`config.mk`:
```
export PLATFORM = sky130hd
export DESIGN_NAME = mc_main_control
export DESIGN_NICKNAME = d
export VERILOG_FILES = /design/src/rtl/mc_ctrl_pkg.sv /design/src/rtl/mc_ctrl_decode.sv /design/src/rtl/mc_main_control.sv
export SDC_FILE = /design/constraint.sdc
export NUM_CORES = 1
export LEC_CHECK = 0
export CAP_MARGIN = 40
export CORE_MARGIN = 4
export CORE_UTILIZATION = 39
export DETAILED_ROUTE_END_ITERATION = 8
export PLACE_DENSITY = 0.81
export SLEW_MARGIN = 0
export SYNTH_ARGS = -nofsm -noshare
export SYNTH_HDL_FRONTEND = slang
export SYNTH_SLANG_ARGS = --single-unit
```
`constraint.sdc`:
```
create_clock -name clk -period 3.5 [get_ports clk]
set_input_delay 0.35 -clock clk [delete_from_list [all_inputs] [get_ports clk]]
set_output_delay 0.35 -clock clk [all_outputs]
set_load 0.02 [all_outputs]
```
`src/rtl/mc_ctrl_pkg.sv`:
```
// Shared encodings for the multi-cycle MIPS main control FSM.
// MC_CTRL_ADDI_EN adds the ADDI_EX/ADDI_WB states to the encoding.
package mc_ctrl_pkg;

    localparam logic [3:0] S_FETCH    = 4'd0;
    localparam logic [3:0] S_DECODE   = 4'd1;
    localparam logic [3:0] S_MEM_ADDR = 4'd2;
    localparam logic [3:0] S_MEM_RD   = 4'd3;
    localparam logic [3:0] S_MEM_WB   = 4'd4;
    localparam logic [3:0] S_MEM_WR   = 4'd5;
    localparam logic [3:0] S_R_EXEC   = 4'd6;
    localparam logic [3:0] S_R_WB     = 4'd7;
    localparam logic [3:0] S_BRANCH   = 4'd8;
    localparam logic [3:0] S_JUMP     = 4'd9;
    localparam logic [3:0] S_TRAP     = 4'd10;
`ifdef MC_CTRL_ADDI_EN
    localparam logic [3:0] S_ADDI_EX  = 4'd11;
    localparam logic [3:0] S_ADDI_WB  = 4'd12;
`endif

    localparam logic [5:0] OP_RTYPE = 6'b000000;
    localparam logic [5:0] OP_LW    = 6'b100011;
    localparam logic [5:0] OP_SW    = 6'b101011;
    localparam logic [5:0] OP_BEQ   = 6'b000100;
    localparam logic [5:0] OP_J     = 6'b000010;
    localparam logic [5:0] OP_ADDI  = 6'b001000;

    localparam logic [1:0] ALUOP_ADD   = 2'b00;
    localparam logic [1:0] ALUOP_SUB   = 2'b01;
    localparam logic [1:0] ALUOP_FUNCT = 2'b10;

    localparam logic [1:0] ALUB_RT     = 2'b00;
    localparam logic [1:0] ALUB_FOUR   = 2'b01;
    localparam logic [1:0] ALUB_IMM    = 2'b10;
    localparam logic [1:0] ALUB_IMM_SH = 2'b11;

    localparam logic [1:0] PCS_ALU    = 2'b00;
    localparam logic [1:0] PCS_ALUOUT = 2'b01;
    localparam logic [1:0] PCS_JUMP   = 2'b10;

    typedef struct packed {
        logic       pcwrite;
        logic       pcwritecond;
        logic       iord;
        logic       memread;
        logic       memwrite;
        logic       irwrite;
        logic       memtoreg;
        logic       regdst;
        logic       regwrite;
        logic       alusrca;
        logic [1:0] alusrcb;
        logic [1:0] aluop;
        logic [1:0] pcsource;
        logic       illegal_op;
    } ctrl_t;

endpackage

```
`src/rtl/mc_ctrl_decode.sv`:
```
// Moore decoder: current FSM state -> raw datapath control bundle.
// MC_CTRL_ADDI_EN adds the ADDI execute/write-back decodes.
import mc_ctrl_pkg::*;

module mc_ctrl_decode (
    input  logic [3:0] i_state,
    output ctrl_t      o_ctrl
);

    ctrl_t w_ctrl;

    always_comb begin
        w_ctrl = '0;
        case (i_state)
            S_FETCH: begin
                w_ctrl.memread  = 1'b1;
                w_ctrl.irwrite  = 1'b1;
                w_ctrl.pcwrite  = 1'b1;
                w_ctrl.alusrcb  = ALUB_FOUR;
                w_ctrl.aluop    = ALUOP_ADD;
                w_ctrl.pcsource = PCS_ALU;
            end
            S_DECODE: begin
                w_ctrl.alusrcb = ALUB_IMM_SH;
                w_ctrl.aluop   = ALUOP_ADD;
            end
            S_MEM_ADDR: begin
                w_ctrl.alusrca = 1'b1;
                w_ctrl.alusrcb = ALUB_IMM;
                w_ctrl.aluop   = ALUOP_ADD;
            end
            S_MEM_RD: begin
                w_ctrl.memread = 1'b1;
                w_ctrl.iord    = 1'b1;
            end
            S_MEM_WB: begin
                w_ctrl.memtoreg = 1'b1;
                w_ctrl.regwrite = 1'b1;
            end
            S_MEM_WR: begin
                w_ctrl.memwrite = 1'b1;
                w_ctrl.iord     = 1'b1;
            end
            S_R_EXEC: begin
                w_ctrl.alusrca = 1'b1;
                w_ctrl.alusrcb = ALUB_RT;
                w_ctrl.aluop   = ALUOP_FUNCT;
            end
            S_R_WB: begin
                w_ctrl.regdst   = 1'b1;
                w_ctrl.regwrite = 1'b1;
            end
            S_BRANCH: begin
                w_ctrl.alusrca     = 1'b1;
                w_ctrl.alusrcb     = ALUB_RT;
                w_ctrl.aluop       = ALUOP_SUB;
                w_ctrl.pcsource    = PCS_ALUOUT;
                w_ctrl.pcwritecond = 1'b1;
            end
            S_JUMP: begin
                w_ctrl.pcsource = PCS_JUMP;
                w_ctrl.pcwrite  = 1'b1;
            end
            S_TRAP: w_ctrl.illegal_op = 1'b1;
`ifdef MC_CTRL_ADDI_EN
            S_ADDI_EX: begin
                w_ctrl.alusrca = 1'b1;
                w_ctrl.alusrcb = ALUB_IMM;
                w_ctrl.aluop   = ALUOP_ADD;
            end
            S_ADDI_WB: w_ctrl.regwrite = 1'b1;
`endif
            default: w_ctrl = '0;
        endcase
    end

    assign o_ctrl = w_ctrl;

endmodule

```
`src/rtl/mc_main_control.sv`:
```
// Multi-cycle MIPS main control FSM: state register, sequencing, gating.
// Define MC_CTRL_ADDI_EN to execute addi instead of trapping on it.
import mc_ctrl_pkg::*;

module mc_main_control #(
    parameter logic [3:0] RESET_STATE = S_FETCH
) (
    input  logic       clk,
    input  logic       rst,
    input  logic [5:0] opcode,
    input  logic       mem_ready,
    output logic       pcwrite,
    output logic       pcwritecond,
    output logic       iord,
    output logic       memread,
    output logic       memwrite,
    output logic       irwrite,
    output logic       memtoreg,
    output logic       regdst,
    output logic       regwrite,
    output logic       alusrca,
    output logic [1:0] alusrcb,
    output logic [1:0] aluop,
    output logic [1:0] pcsource,
    output logic       illegal_op,
    output logic [3:0] state
);

    logic [3:0] r_state;
    logic       r_is_sw;
    logic [3:0] w_next;
    logic       w_fetch_wait;
    logic       w_on;
    ctrl_t      w_ctrl;

    mc_ctrl_decode u_decode (
        .i_state (r_state),
        .o_ctrl  (w_ctrl)
    );

    always_comb begin
        w_next = S_FETCH;
        case (r_state)
            S_FETCH:    w_next = mem_ready ? S_DECODE : S_FETCH;
            S_DECODE: begin
                case (opcode)
                    OP_RTYPE:     w_next = S_R_EXEC;
                    OP_LW, OP_SW: w_next = S_MEM_ADDR;
                    OP_BEQ:       w_next = S_BRANCH;
                    OP_J:         w_next = S_JUMP;
`ifdef MC_CTRL_ADDI_EN
                    OP_ADDI:      w_next = S_ADDI_EX;
`endif
                    default:      w_next = S_TRAP;
                endcase
            end
            S_MEM_ADDR: w_next = r_is_sw ? S_MEM_WR : S_MEM_RD;
            S_MEM_RD:   w_next = mem_ready ? S_MEM_WB : S_MEM_RD;
            S_MEM_WR:   w_next = mem_ready ? S_FETCH : S_MEM_WR;
            S_R_EXEC:   w_next = S_R_WB;
`ifdef MC_CTRL_ADDI_EN
            S_ADDI_EX:  w_next = S_ADDI_WB;
`endif
            default:    w_next = S_FETCH;
        endcase
    end

    // lw/sw is resolved in DECODE so opcode is never looked at again
    always_ff @(posedge clk) begin
        if (rst) begin
            r_state <= RESET_STATE;
            r_is_sw <= 1'b0;
        end else begin
            r_state <= w_next;
            if (r_state == S_DECODE)
                r_is_sw <= (opcode == OP_SW);
        end
    end

    assign w_on         = ~rst;
    assign w_fetch_wait = (r_state == S_FETCH) & ~mem_ready;

    assign pcwrite     = w_on & w_ctrl.pcwrite & ~w_fetch_wait;
    assign irwrite     = w_on & w_ctrl.irwrite & ~w_fetch_wait;
    assign pcwritecond = w_on & w_ctrl.pcwritecond;
    assign iord        = w_on & w_ctrl.iord;
    assign memread     = w_on & w_ctrl.memread;
    assign memwrite    = w_on & w_ctrl.memwrite;
    assign memtoreg    = w_on & w_ctrl.memtoreg;
    assign regdst      = w_on & w_ctrl.regdst;
    assign regwrite    = w_on & w_ctrl.regwrite;
    assign alusrca     = w_on & w_ctrl.alusrca;
    assign alusrcb     = w_on ? w_ctrl.alusrcb : 2'b00;
    assign aluop       = w_on ? w_ctrl.aluop : 2'b00;
    assign pcsource    = w_on ? w_ctrl.pcsource : 2'b00;
    assign illegal_op  = w_on & w_ctrl.illegal_op;
    assign state       = w_on ? r_state : 4'd0;

endmodule

```
==> impl_metrics.env <==
export IMPL_design_power_total_mw=0.228
export IMPL_finalSetupViolCount=0
export IMPL_fin_crit_ps=2540
export IMPL_grt_max_degree=19
export IMPL_wirelength_um=1450
export IMPL_criticalPathCategory="input pin to output pin"
export IMPL_syn_avg_cell_area_um2=6.53
export IMPL_grt_pass1_vias=599
export IMPL_drive_gt1_share_pct=4.81
export IMPL_drv_cap=0
export IMPL_p_leak_nw=0.278
export IMPL_arrival_ps=2190
export IMPL_hold_violations=0
export IMPL_p_per_area_nw_per_um2=284
export IMPL_syn_nets=88
export IMPL_die_area_um2=1970
export IMPL_rows=12
export IMPL_die_height_um=44.4
export IMPL_die_width_um=44.4
export IMPL_area_growth_pct=55.8
export IMPL_yosysWarnings=0
export IMPL_yosysTopAreaCellShare_pct=19.4
export IMPL_worst_path_largest_cell_delay_ps=610
export IMPL_synthCells=79
export IMPL_path_max_fanout=11
export IMPL_vias_per_cell=5.47
export IMPL_clock_sinks=5
export IMPL_drv_slew=0
export IMPL_place_ws_ps=960
export IMPL_drtIter0Drc=5
export IMPL_slowest_stage="clkdlybuf4s50_1"
export IMPL_setup_ws_ps=963
export IMPL_peakVddDrop_mv=0.171
export IMPL_wl_per_cell_um=12.3
export IMPL_yosysUniqueCellTypes=26
export IMPL_drc=0
export IMPL_ant_nets=0
export IMPL_ys_ff_latch=5
export IMPL_ys_async_sr_fraction_pct=0
export IMPL_holdBufCountCts=0
export IMPL_coreArea_um2=1170
export IMPL_path_common_cell="clkdlybuf4s50_1"
export IMPL_tns_ps=0
export IMPL_n_antenna_cell=0
export IMPL_status="completed"
export IMPL_grt_overflow_total=0
export IMPL_cts_tree="done"
export IMPL_finalWeightedCongestion=0.825
export IMPL_via_count=645
export IMPL_synth_area_um2=515
export IMPL_htreeDepth=1
export IMPL_rsz0062_at_grt="false"
export IMPL_synth_seq_area_share_pct=19.4
export IMPL_max_freq_ghz=0.394
export IMPL_cp_start_kind="input pin"
export IMPL_setup_worst_path_end_class="output pin"
export IMPL_ioPinCount=30
export IMPL_finalNetCount=114
export IMPL_path_clk_slew_ps=50
export IMPL_tightest_slew_ps=577
export IMPL_num_fill_cells=120
export IMPL_cts_buffers=3
export IMPL_synthFlopType="dfxtp_1"
export IMPL_skew_ps=4.64
export IMPL_grt_usage_pct=15.9
export IMPL_place_area_um2=777
export IMPL_antenna_found_initial=0
export IMPL_initial_core_util_pct=44.0
export IMPL_utilization_pct=68.6
export IMPL_cts_setup_buffers=0
export IMPL_synth_edf_count=0
export IMPL_drt_pass1_iter_count=4
export IMPL_ctsResizeCount=0
export IMPL_hp_class="flop to flop"
export IMPL_yosys_area_top_type="dfxtp_1"
export IMPL_crit_chain="clkdlybuf4s50_1 > nor4_1 > and3b_1 > clkdlybuf4s50_1"
export IMPL_clockRootBuffer="clkbuf_4"
export IMPL_fin_area_um2=803
export IMPL_grt_pass1_wl_um=2350
export IMPL_maxSlewHeadroom_pct=61.5
export IMPL_dp_hpwl_um=1100
export IMPL_io_buffers=29
export IMPL_synth_area_leaders="dfxtp_1 19%, nor2_1 11%, nand2b_1 6.1%"
export IMPL_cp_data_required_time_ps=3150
export IMPL_cts_buffer_depth=2
export IMPL_layout_worst_path_cycle_share_pct=72.5
export IMPL_clk_latency_ps=240
## cells in the final DEF, fill, tap and decap left out
cell type / n
nand3_1: 1
or3_1: 1
o311ai_0: 1
nor2_1: 15
nand2b_1: 5
clkbuf_1: 1
nor2b_1: 4
o32ai_1: 1
a21oi_2: 1
nor3_1: 6
inv_1: 1
o22ai_1: 1
nand4b_1: 2
xor2_1: 2
or4b_4: 1
nor3b_1: 2
xnor2_1: 1
clkdlybuf4s50_1: 29
and3b_1: 1
clkbuf_4: 3
and3_1: 1
a21oi_1: 6
nor4_1: 5
dfxtp_1: 5
nand2_1: 8
## per-layer routing
layer  share of wire (%)  wire length, um  up-vias  global-route usage (%)
met3                 9.3              135        2                    2.85
li1                    -                -      327                       -
met5                   0                0        -                       0
met1                  43              620      287                    17.4
met4                0.76               11        0                    8.43
met2                  47              684       29                    28.8
## final timing paths
check             slack (ps)               endpoint             startpoint  depth (start not counted)
setup reg to reg        1760  r_state[2]$_SDFF_PP0_  r_state[0]$_SDFF_PP0_                          3
hold reg to reg          490   r_is_sw$_SDFFE_PP0P_   r_is_sw$_SDFFE_PP0P_                          2
setup / recovery         960                irwrite                    rst                          4
hold / removal           490   r_is_sw$_SDFFE_PP0P_   r_is_sw$_SDFFE_PP0P_                          2
## power by group
group	internal [mW]	switching (mW)	leakage, nW	total [mW]
Combinational	0.0434	0.0426	0.223	0.0860
Sequential	0.0606	0.0136	0.0408	0.0742
Clock	0.0432	0.0246	0.0150	0.0678
Total	0.147	0.0808	0.278	0.228
## layout make-up
cell class / count / area (um2) / area share, %
Clock buffer: 4 / 26.3 / 3.27
Inverter: 1 / 3.75 / 0.467
Multi-Input combinational cell: 65 / 365 / 45.5
Sequential cell: 5 / 100 / 12.5
Tap cell: 14 / 17.5 / 2.18
Timing Repair Buffer: 29 / 290 / 36.1
## flip-flops by register name (all words and copies together), names as in the netlist
signal and flops:
r_state 4, r_is_sw 1
## cells by family after synthesis
logic type / count (synthesis) / share of synthesized area (%)
compound gates: 10 / 12.1
xor+xnor: 3 / 5.10
buf+inv: 9 / 9.71
flops: 5 / 19.4
simple gates: 52 / 53.6
## critical path, delay by kind of cell
kind          cells  cell delay (ps)
buf+inv           2             1210
simple gates      2              620
## metrics by stage
step                      cells  hold slack, ps
after global placement      114             474
after floorplan              79             441
final                       118             491
after global routing        118             513
after detailed placement    114             487
after CTS                   118             493
## cells in the mapped netlist, types with 2 or more instances
master and count:
nor3_1 6, xor2_1 2, clkbuf_1 4, buf_4 2, a21oi_1 6, dfxtp_1 5, nand4b_1 2, nand2_1 8
nand2b_1 5, nor2b_1 4, nor3b_1 2, nor4_1 5, nor2_1 15
No activity file was read; power rests on OpenSTA's default activity.
